$ cat config.mk
export PLATFORM = sky130hd
export DESIGN_NAME = rc4_ksa_param
export DESIGN_NICKNAME = d
export VERILOG_FILES = /design/src/rtl/rc4_ksa_param.sv
export SDC_FILE = /design/constraint.sdc
export NUM_CORES = 1
export LEC_CHECK = 0
export ABC_AREA = 1
export CORE_ASPECT_RATIO = 1.4
export CORE_MARGIN = 3
export CORE_UTILIZATION = 50
export DETAILED_ROUTE_END_ITERATION = 8
export GPL_ROUTABILITY_DRIVEN = 0
export PLACE_DENSITY = 0.87
export REMOVE_ABC_BUFFERS = 1
export SYNTH_ARGS = -nofsm -noshare
export SYNTH_HDL_FRONTEND = slang
export SYNTH_SLANG_ARGS = --single-unit
$ cat constraint.sdc
create_clock -name inclk -period 2.4 [get_ports inclk]
set_input_delay 0.48 -clock inclk [delete_from_list [all_inputs] [get_ports inclk]]
set_output_delay 0.48 -clock inclk [all_outputs]
set_load 0.005 [all_outputs]
$ cat src/rtl/rc4_ksa_param.sv
// RC4 key-scheduling engine: 256-step shuffle of an external 256x8 S memory with a configurable key length and read latency.
// Define RC4_KSA_INIT_FILL_EN to add a built-in S[i]=i fill phase ahead of the shuffle.
module rc4_ksa_param #(
    parameter int KEY_BYTES = 3,
    parameter int RD_LAT    = 2
) (
    input  logic                   inclk,
    input  logic                   reset_n,
    input  logic                   start,
    input  logic                   abort,
    input  logic [KEY_BYTES*8-1:0] secret_key,
    output logic [7:0]             mem_addr,
    output logic [7:0]             mem_wdata,
    output logic                   mem_wren,
    input  logic [7:0]             mem_q,
    output logic                   busy,
    output logic                   done
);

    localparam int          KEY_W    = KEY_BYTES * 8;
    localparam int          KIDX_W   = (KEY_BYTES > 1) ? $clog2(KEY_BYTES) : 1;
    localparam logic [1:0]  LAT_LAST = 2'(RD_LAT - 1);

    typedef enum logic [3:0] {
        S_IDLE,
`ifdef RC4_KSA_INIT_FILL_EN
        S_FILL,
`endif
        S_RD_I,
        S_WAIT_I,
        S_CALC_J,
        S_RD_J,
        S_WAIT_J,
        S_WR_J,
        S_WR_I,
        S_NEXT,
        S_DONE
    } state_t;

    state_t              state_q, state_d;
    logic [7:0]          i_q, i_d;
    logic [7:0]          j_q, j_d;
    logic [KIDX_W-1:0]   kidx_q, kidx_d;
    logic [1:0]          cnt_q, cnt_d;
    logic [7:0]          si_q, si_d;
    logic [7:0]          sj_q, sj_d;
    logic [KEY_W-1:0]    key_q, key_d;
    logic [7:0]          addr_d, wdata_d;
    logic                wren_d;
    logic [7:0]          key_byte;

    // Key byte 0 sits in the most significant byte of the latched key.
    always_comb begin
        key_byte = '0;
        for (int k = 0; k < KEY_BYTES; k++) begin
            if (kidx_q == KIDX_W'(k))
                key_byte = key_q[KEY_W-1-8*k -: 8];
        end
    end

    always_comb begin
        // NOTE: every target gets a default first, so no branch leaves one unassigned and infers a latch.
        state_d = state_q;
        i_d     = i_q;
        j_d     = j_q;
        kidx_d  = kidx_q;
        cnt_d   = cnt_q;
        si_d    = si_q;
        sj_d    = sj_q;
        key_d   = key_q;
        addr_d  = mem_addr;
        wdata_d = mem_wdata;
        wren_d  = 1'b0;

        unique case (state_q)
            S_IDLE: begin
                if (start) begin
                    key_d  = secret_key;
                    i_d    = '0;
                    j_d    = '0;
                    kidx_d = '0;
`ifdef RC4_KSA_INIT_FILL_EN
                    state_d = S_FILL;
                    addr_d  = '0;
                    wdata_d = '0;
                    wren_d  = 1'b1;
`else
                    state_d = S_RD_I;
`endif
                end
            end
`ifdef RC4_KSA_INIT_FILL_EN
            S_FILL: begin
                if (i_q == 8'hFF) begin
                    i_d     = '0;
                    state_d = S_RD_I;
                end else begin
                    i_d     = i_q + 8'd1;
                    addr_d  = i_q + 8'd1;
                    wdata_d = i_q + 8'd1;
                    wren_d  = 1'b1;
                end
            end
`endif
            S_RD_I: begin
                addr_d  = i_q;
                cnt_d   = '0;
                state_d = S_WAIT_I;
            end
            S_WAIT_I: begin
                if (cnt_q == LAT_LAST) begin
                    si_d    = mem_q;
                    state_d = S_CALC_J;
                end else begin
                    cnt_d = cnt_q + 2'd1;
                end
            end
            S_CALC_J: begin
                j_d     = j_q + si_q + key_byte;
                state_d = S_RD_J;
            end
            S_RD_J: begin
                addr_d  = j_q;
                cnt_d   = '0;
                state_d = S_WAIT_J;
            end
            S_WAIT_J: begin
                if (cnt_q == LAT_LAST) begin
                    // Outputs are registered, so the S[j] write is launched as WR_J is entered.
                    sj_d    = mem_q;
                    addr_d  = j_q;
                    wdata_d = si_q;
                    wren_d  = 1'b1;
                    state_d = S_WR_J;
                end else begin
                    cnt_d = cnt_q + 2'd1;
                end
            end
            S_WR_J: begin
                addr_d  = i_q;
                wdata_d = sj_q;
                wren_d  = 1'b1;
                state_d = S_WR_I;
            end
            S_WR_I: begin
                state_d = S_NEXT;
            end
            S_NEXT: begin
                if (i_q == 8'hFF) begin
                    state_d = S_DONE;
                end else begin
                    i_d     = i_q + 8'd1;
                    kidx_d  = (kidx_q == KIDX_W'(KEY_BYTES - 1)) ? '0 : kidx_q + KIDX_W'(1);
                    state_d = S_RD_I;
                end
            end
            S_DONE: begin
                state_d = S_IDLE;
            end
            default: begin
                state_d = S_IDLE;
            end
        endcase

        if (abort && (state_q != S_IDLE)) begin
            state_d = S_IDLE;
            wren_d  = 1'b0;
        end
    end

    always_ff @(posedge inclk or negedge reset_n) begin
        if (!reset_n) begin
            state_q   <= S_IDLE;
            i_q       <= '0;
            j_q       <= '0;
            kidx_q    <= '0;
            cnt_q     <= '0;
            si_q      <= '0;
            sj_q      <= '0;
            key_q     <= '0;
            mem_addr  <= '0;
            mem_wdata <= '0;
            mem_wren  <= 1'b0;
            busy      <= 1'b0;
            done      <= 1'b0;
        end else begin
            // NOTE: non-blocking assignments let every register see pre-edge values, matching flop behaviour.
            state_q   <= state_d;
            i_q       <= i_d;
            j_q       <= j_d;
            kidx_q    <= kidx_d;
            cnt_q     <= cnt_d;
            si_q      <= si_d;
            sj_q      <= sj_d;
            key_q     <= key_d;
            mem_addr  <= addr_d;
            mem_wdata <= wdata_d;
            mem_wren  <= wren_d;
            busy      <= (state_d != S_IDLE);
            done      <= (state_d == S_DONE);
        end
    end

endmodule

# Yosys cells after proc, flatten, opt, wreduce, memory -nomap -nowiden
# Index checks and enable logic that the tools add are counted.
# op_classes
addsub	5
n_eq_ne	17
mux	26
n_reduce_logical	21
# op_table
cell	n
$mux 8	7
$pmux 8 s2	3
$pmux 4 s9	1
$pmux 8 s3	1
$mux 4	5
$add 8x8->8	2
$eq 4x3->1 const B	4
$reduce_and 2->1	7
$add 8x1->8 const B	1
$eq 4x2->1 const B	2
$eq 4x4->1 const B	2
$eq 8x8->1 const B	1
$mux 2	4
$ne 2x2->1 const B	4
$pmux 2 s2	2
$reduce_bool 2->1	4
$reduce_bool 4->1	2
$reduce_or 2->1	3
$add 2x1->2 const B	2
$eq 2x1->1 const B	2
$eq 4x1->1 const B	1
$logic_not 4->1	1
$reduce_and 3->1	1
$reduce_bool 3->1	1
5 further kinds	6
# totals
regBits	83
inputBits	36
out_inout_bits	19
word_cells	82

# Longest topological paths before layout
# logic_depth
depth_word	6
mapped_depth	16
mapped_depth_nobuf	16

# Least setup slack after synthesis
# OpenSTA, ideal clock, no wires.
# synth_timing
path_kind	register -> register
startpoint	register kidx_q[1]
endpoint	register j_q[7]
setup_time_ns	0.117
arrival_time_ns	2.265
required_ns	2.283
slack_ns	0.017
stages_incl_launch_ff	15
path_buffers	0
synth_period_minus_slack_ns	2.383
path_cell_list	dfrtp_1 inv_1 nor2_1 nand2_1 nand3_1 fa_1 ha_1 inv_1 fa_1 nor3_1 nor2_1 inv_1 nand2_1 nand3_1 nand2_1
# synth_between
elab_chain_len	6
elab_cells_between_ends	8
cone_classes	add/sub: 1; eq/ne: 2; mux: 4; reduce/logical: 1
# synth_lines
element	line_no	source
start: declaration	43	logic [KIDX_W-1:0] kidx_q, kidx_d;
start signal: assignment	191	kidx_q <= kidx_d;
$logic_not 2->1	56	if (kidx_q == KIDX_W'(k))
$mux 8 (2 in series)	56	
$mux 8 (*)	56	
$add 8x8->8 (*)	119	j_d = j_q + si_q + key_byte;
$pmux 8 s2 (*)	75	unique case (state_q)
end signal: assignment	190	j_q <= j_d;
end: declaration	42	logic [7:0] j_q, j_d;
# Every way passes the cells marked *; elsewhere a longest branch is shown, timed or not.
# A chain may end at the register's enable or synchronous reset.

# Worst setup path in the final report
# Same ends and word-level chain as after synthesis.

==> impl_metrics.env <==
export IMPL_grt_remaining_overflow=0
export IMPL_drtAntennaViolNets=0
export IMPL_hold_path_class="in -> async"
export IMPL_synth_warnings=0
export IMPL_layout_setup_ws_ns=-0.0918
export IMPL_crit_slowest_cell="fa_1"
export IMPL_fmax_mhz=401
export IMPL_switching_share_pct=40.4
export IMPL_ctsRootBufferMaster="clkbuf_8"
export IMPL_setup_viol_count_final=5
export IMPL_start_kind="flip-flop"
export IMPL_grt_util_all_layers_pct=22.4
export IMPL_rsz0062_at_grt="true"
export IMPL_power_internal_uw=4620
export IMPL_area_growth_pct=27.9
export IMPL_initial_core_util_pct=52.5
export IMPL_vias_per_cell=5.57
export IMPL_io_pins=55
export IMPL_hold_buffers=0
export IMPL_p_seq_share_pct=30.6
export IMPL_critPathKind="reg -> reg"
export IMPL_irDropWorstVdd_mv=0.830
export IMPL_coreArea_mm2=0.00794
export IMPL_multi_input_area_mm2=0.00194
export IMPL_io_buffers=54
export IMPL_cp_max_fo=7
export IMPL_period_share_pct=104
export IMPL_regArea_mm2=0.00208
export IMPL_worstPathCellList="buf_4 > nor2_4 > nand2_1 > nand3_2 > fa_1 > ha_4 > nand2_1 > nor3_4 > nor2_2 > inv_1 > nand2_1 > nand3_1 > nand2_1"
export IMPL_ys_seq_elements=83
export IMPL_synth_edf_count=0
export IMPL_p_switching_uw=3130
export IMPL_clockPowerShare_pct=17.4
export IMPL_antenna_cells=0
export IMPL_end_kind="flip-flop"
export IMPL_cts_buffers=9
export IMPL_clkTransAtPathRegs_ns=0.09
export IMPL_grt_pass1_wl_um=16900
export IMPL_cp_arrival_ns=2.76
export IMPL_hold_viol=0
export IMPL_synth_flop_cell="dfrtp_1"
export IMPL_power_frac_comb_pct=52.0
export IMPL_routed_wl_um=10600
export IMPL_grt_max_degree=47
export IMPL_max_cap_violations=0
export IMPL_nets=595
export IMPL_dieArea_mm2=0.00949
export IMPL_tightest_slew_ns=0.624
export IMPL_fillers=550
export IMPL_antenna_found_initial=0
export IMPL_grt_pass1_vias=3684
export IMPL_async_flop_share_pct=100
export IMPL_htree_levels=3
export IMPL_seq_area_frac_synth_pct=49.8
export IMPL_cts_buffer_depth=2
export IMPL_postLayoutCellArea_mm2=0.00534
export IMPL_detailroute_via_count=3612
export IMPL_powerDensity_mw_per_mm2=1450
export IMPL_place_area_mm2=0.00488
export IMPL_cts_tree="done"
export IMPL_drc=0
export IMPL_crit_top_cell="nand2_1"
export IMPL_outcome="finished, violations left"
export IMPL_min_period_ns=2.49
export IMPL_insertion_delay_ns=0.37
export IMPL_violations="setup timing"
export IMPL_syn_area_mm2=0.00417
export IMPL_dieHeight_um=114
export IMPL_firstDrtPassIters=5
export IMPL_rows=38
export IMPL_finalCoreUtilization_pct=67.2
export IMPL_drt_iter0_markers=386
export IMPL_whs_ns=0.109
export IMPL_skew_ns=0.00942
export IMPL_slew_viol_final=0
export IMPL_cp_required_ns=2.67
export IMPL_die_width_um=83.2
export IMPL_netlist_instances=473
export IMPL_max_stage_delay_ns=0.43
export IMPL_drive_above_1_share_pct=17.9
export IMPL_cts_num_sinks=83
export IMPL_wl_per_cell_um=16.3
export IMPL_syn_area_per_cell_um2=8.82
export IMPL_slew_headroom_pct=58.0
export IMPL_ys_types=29
export IMPL_dp_hpwl_um=7000
export IMPL_power_leakage_uw=0.00258
[layout make-up]
class	instances	share of cell area, %
Timing Repair Buffer	68	12.4
Tap cell	100	2.35
Clock buffer	10	2.58
Clock inverter	6	2.56
Inverter	67	4.76
Multi-Input combinational cell	314	36.4
Sequential cell	83	39.0
[registers in the layout, summed over array words and instances (netlist names), 2 cells and up]
name / flops
si_q: 8
i_q: 8
key_q: 24
mem_wdata: 8
kidx_q: 2
cnt_q: 2
state_q: 4
mem_addr: 8
j_q: 8
sj_q: 8
[power groups by stage]
stage / clock network [uW] / logic (uW) / registers, uW
after global routing: 1400 / 4400 / 2420
final: 1350 / 4030 / 2380
after floorplan: 0 / 2130 / 2260
after detailed placement: 0 / 3150 / 2370
after global placement: 0 / 2970 / 2350
after CTS: 1360 / 3390 / 2350
[cell usage after synthesis, drive strengths merged (4+ instances only)]
master | instances | area [um2]
fa | 8 | 160
nand4 | 4 | 25.0
nor2 | 20 | 85.1
buf | 7 | 56.3
o22ai | 5 | 31.3
nand3 | 34 | 170
xor2 | 4 | 35.0
o21ai | 51 | 263
dfrtp | 83 | 2080
inv | 67 | 251
a21oi | 7 | 35.0
ha | 8 | 100
mux2 | 23 | 259
nand2 | 140 | 536
[worst max-delay path, delay by kind of cell, from the launching register on]
kind / cells / cell delay (ns)
adder cells (fa/ha/maj): 2 / 0.76
buffers and inverters: 2 / 0.22
flip-flops: 1 / 0.42
AND/OR/NAND/NOR: 9 / 1.03
[logic make-up after synthesis]
logic type | after synthesis | synth area share, %
AOI/OAI and AO/OA | 69 | 8.97
muxes | 23 | 6.21
and+or+nand+nor | 202 | 20.4
xor gates and xnor gates | 4 | 0.840
DFF | 83 | 49.8
adders and majority gates | 16 | 6.24
buffers and inverters | 76 | 7.56
[per-layer routing]
layer | wire (um) | track usage (%) | part of all wire, %
met4 | 463 | 9.38 | 4.4
met1 | 3720 | 24.6 | 35
met3 | 690 | 5.11 | 6.5
met5 | 0 | 0 | 0
met2 | 5720 | 41.5 | 54
[through the flow]
| stage | setup WS, ns | TNS (ns) | std cells | total power (uW) |
|---|---|---|---|---|
| finish | -0.0918 | -0.263 | 648 | 7750 |
| global route | -0.234 | -0.951 | 648 | 8230 |
| detailed placement | -0.111 | -0.224 | 631 | 5520 |
| global placement | -0.00697 | -0.00697 | 631 | 5310 |
| floorplan | 0.0175 | 0 | 464 | 4390 |
| CTS | -0.000196 | -0.000196 | 647 | 7100 |
[layout by cell type (no fill, tap or decap), types with 2 or more instances in the layout]
cell type / instances
nand2_1: 132
nand4_1: 4
o22ai_1: 4
inv_2: 7
nand2_2: 6
xor2_1: 3
o21ai_1: 4
ha_4: 4
a21oi_1: 6
clkdlybuf4s50_1: 53
o21ai_2: 2
dfrtp_1: 82
buf_4: 12
nor3_4: 2
nand3_1: 29
o21ai_0: 45
nor2_2: 5
fa_1: 7
clkbuf_8: 10
nand2_4: 2
mux2_2: 23
buf_6: 2
nand3_2: 5
bufinv_16: 4
o211ai_1: 2
nor2_4: 2
nor2_1: 13
ha_1: 3
inv_1: 59
[worst paths after layout]
path / slack [ns] / from / cells after the start / endpoint
max: -0.09 / kidx_q[1] / 13 / j_q[7]
min: 0.11 / reset_n / 1 / key_q[8]
max reg2reg: -0.09 / kidx_q[1] / 13 / j_q[7]
min reg2reg: 0.49 / mem_wdata[0] / 2 / mem_wdata[0]
max in group asynchronous: 1.69 / reset_n / 2 / sj_q[2]
min in group inclk: 0.49 / mem_wdata[0] / 2 / mem_wdata[0]
[what timing repair did]
action | in CTS | in global routing
resized for setup | 18 | 27
pin swaps | 3 | 11
cloned | 0 | 0
buffers inserted | 0 | 1
setup endpoints to repair | 4 | 6
Power figures use the tool's default switching activity.
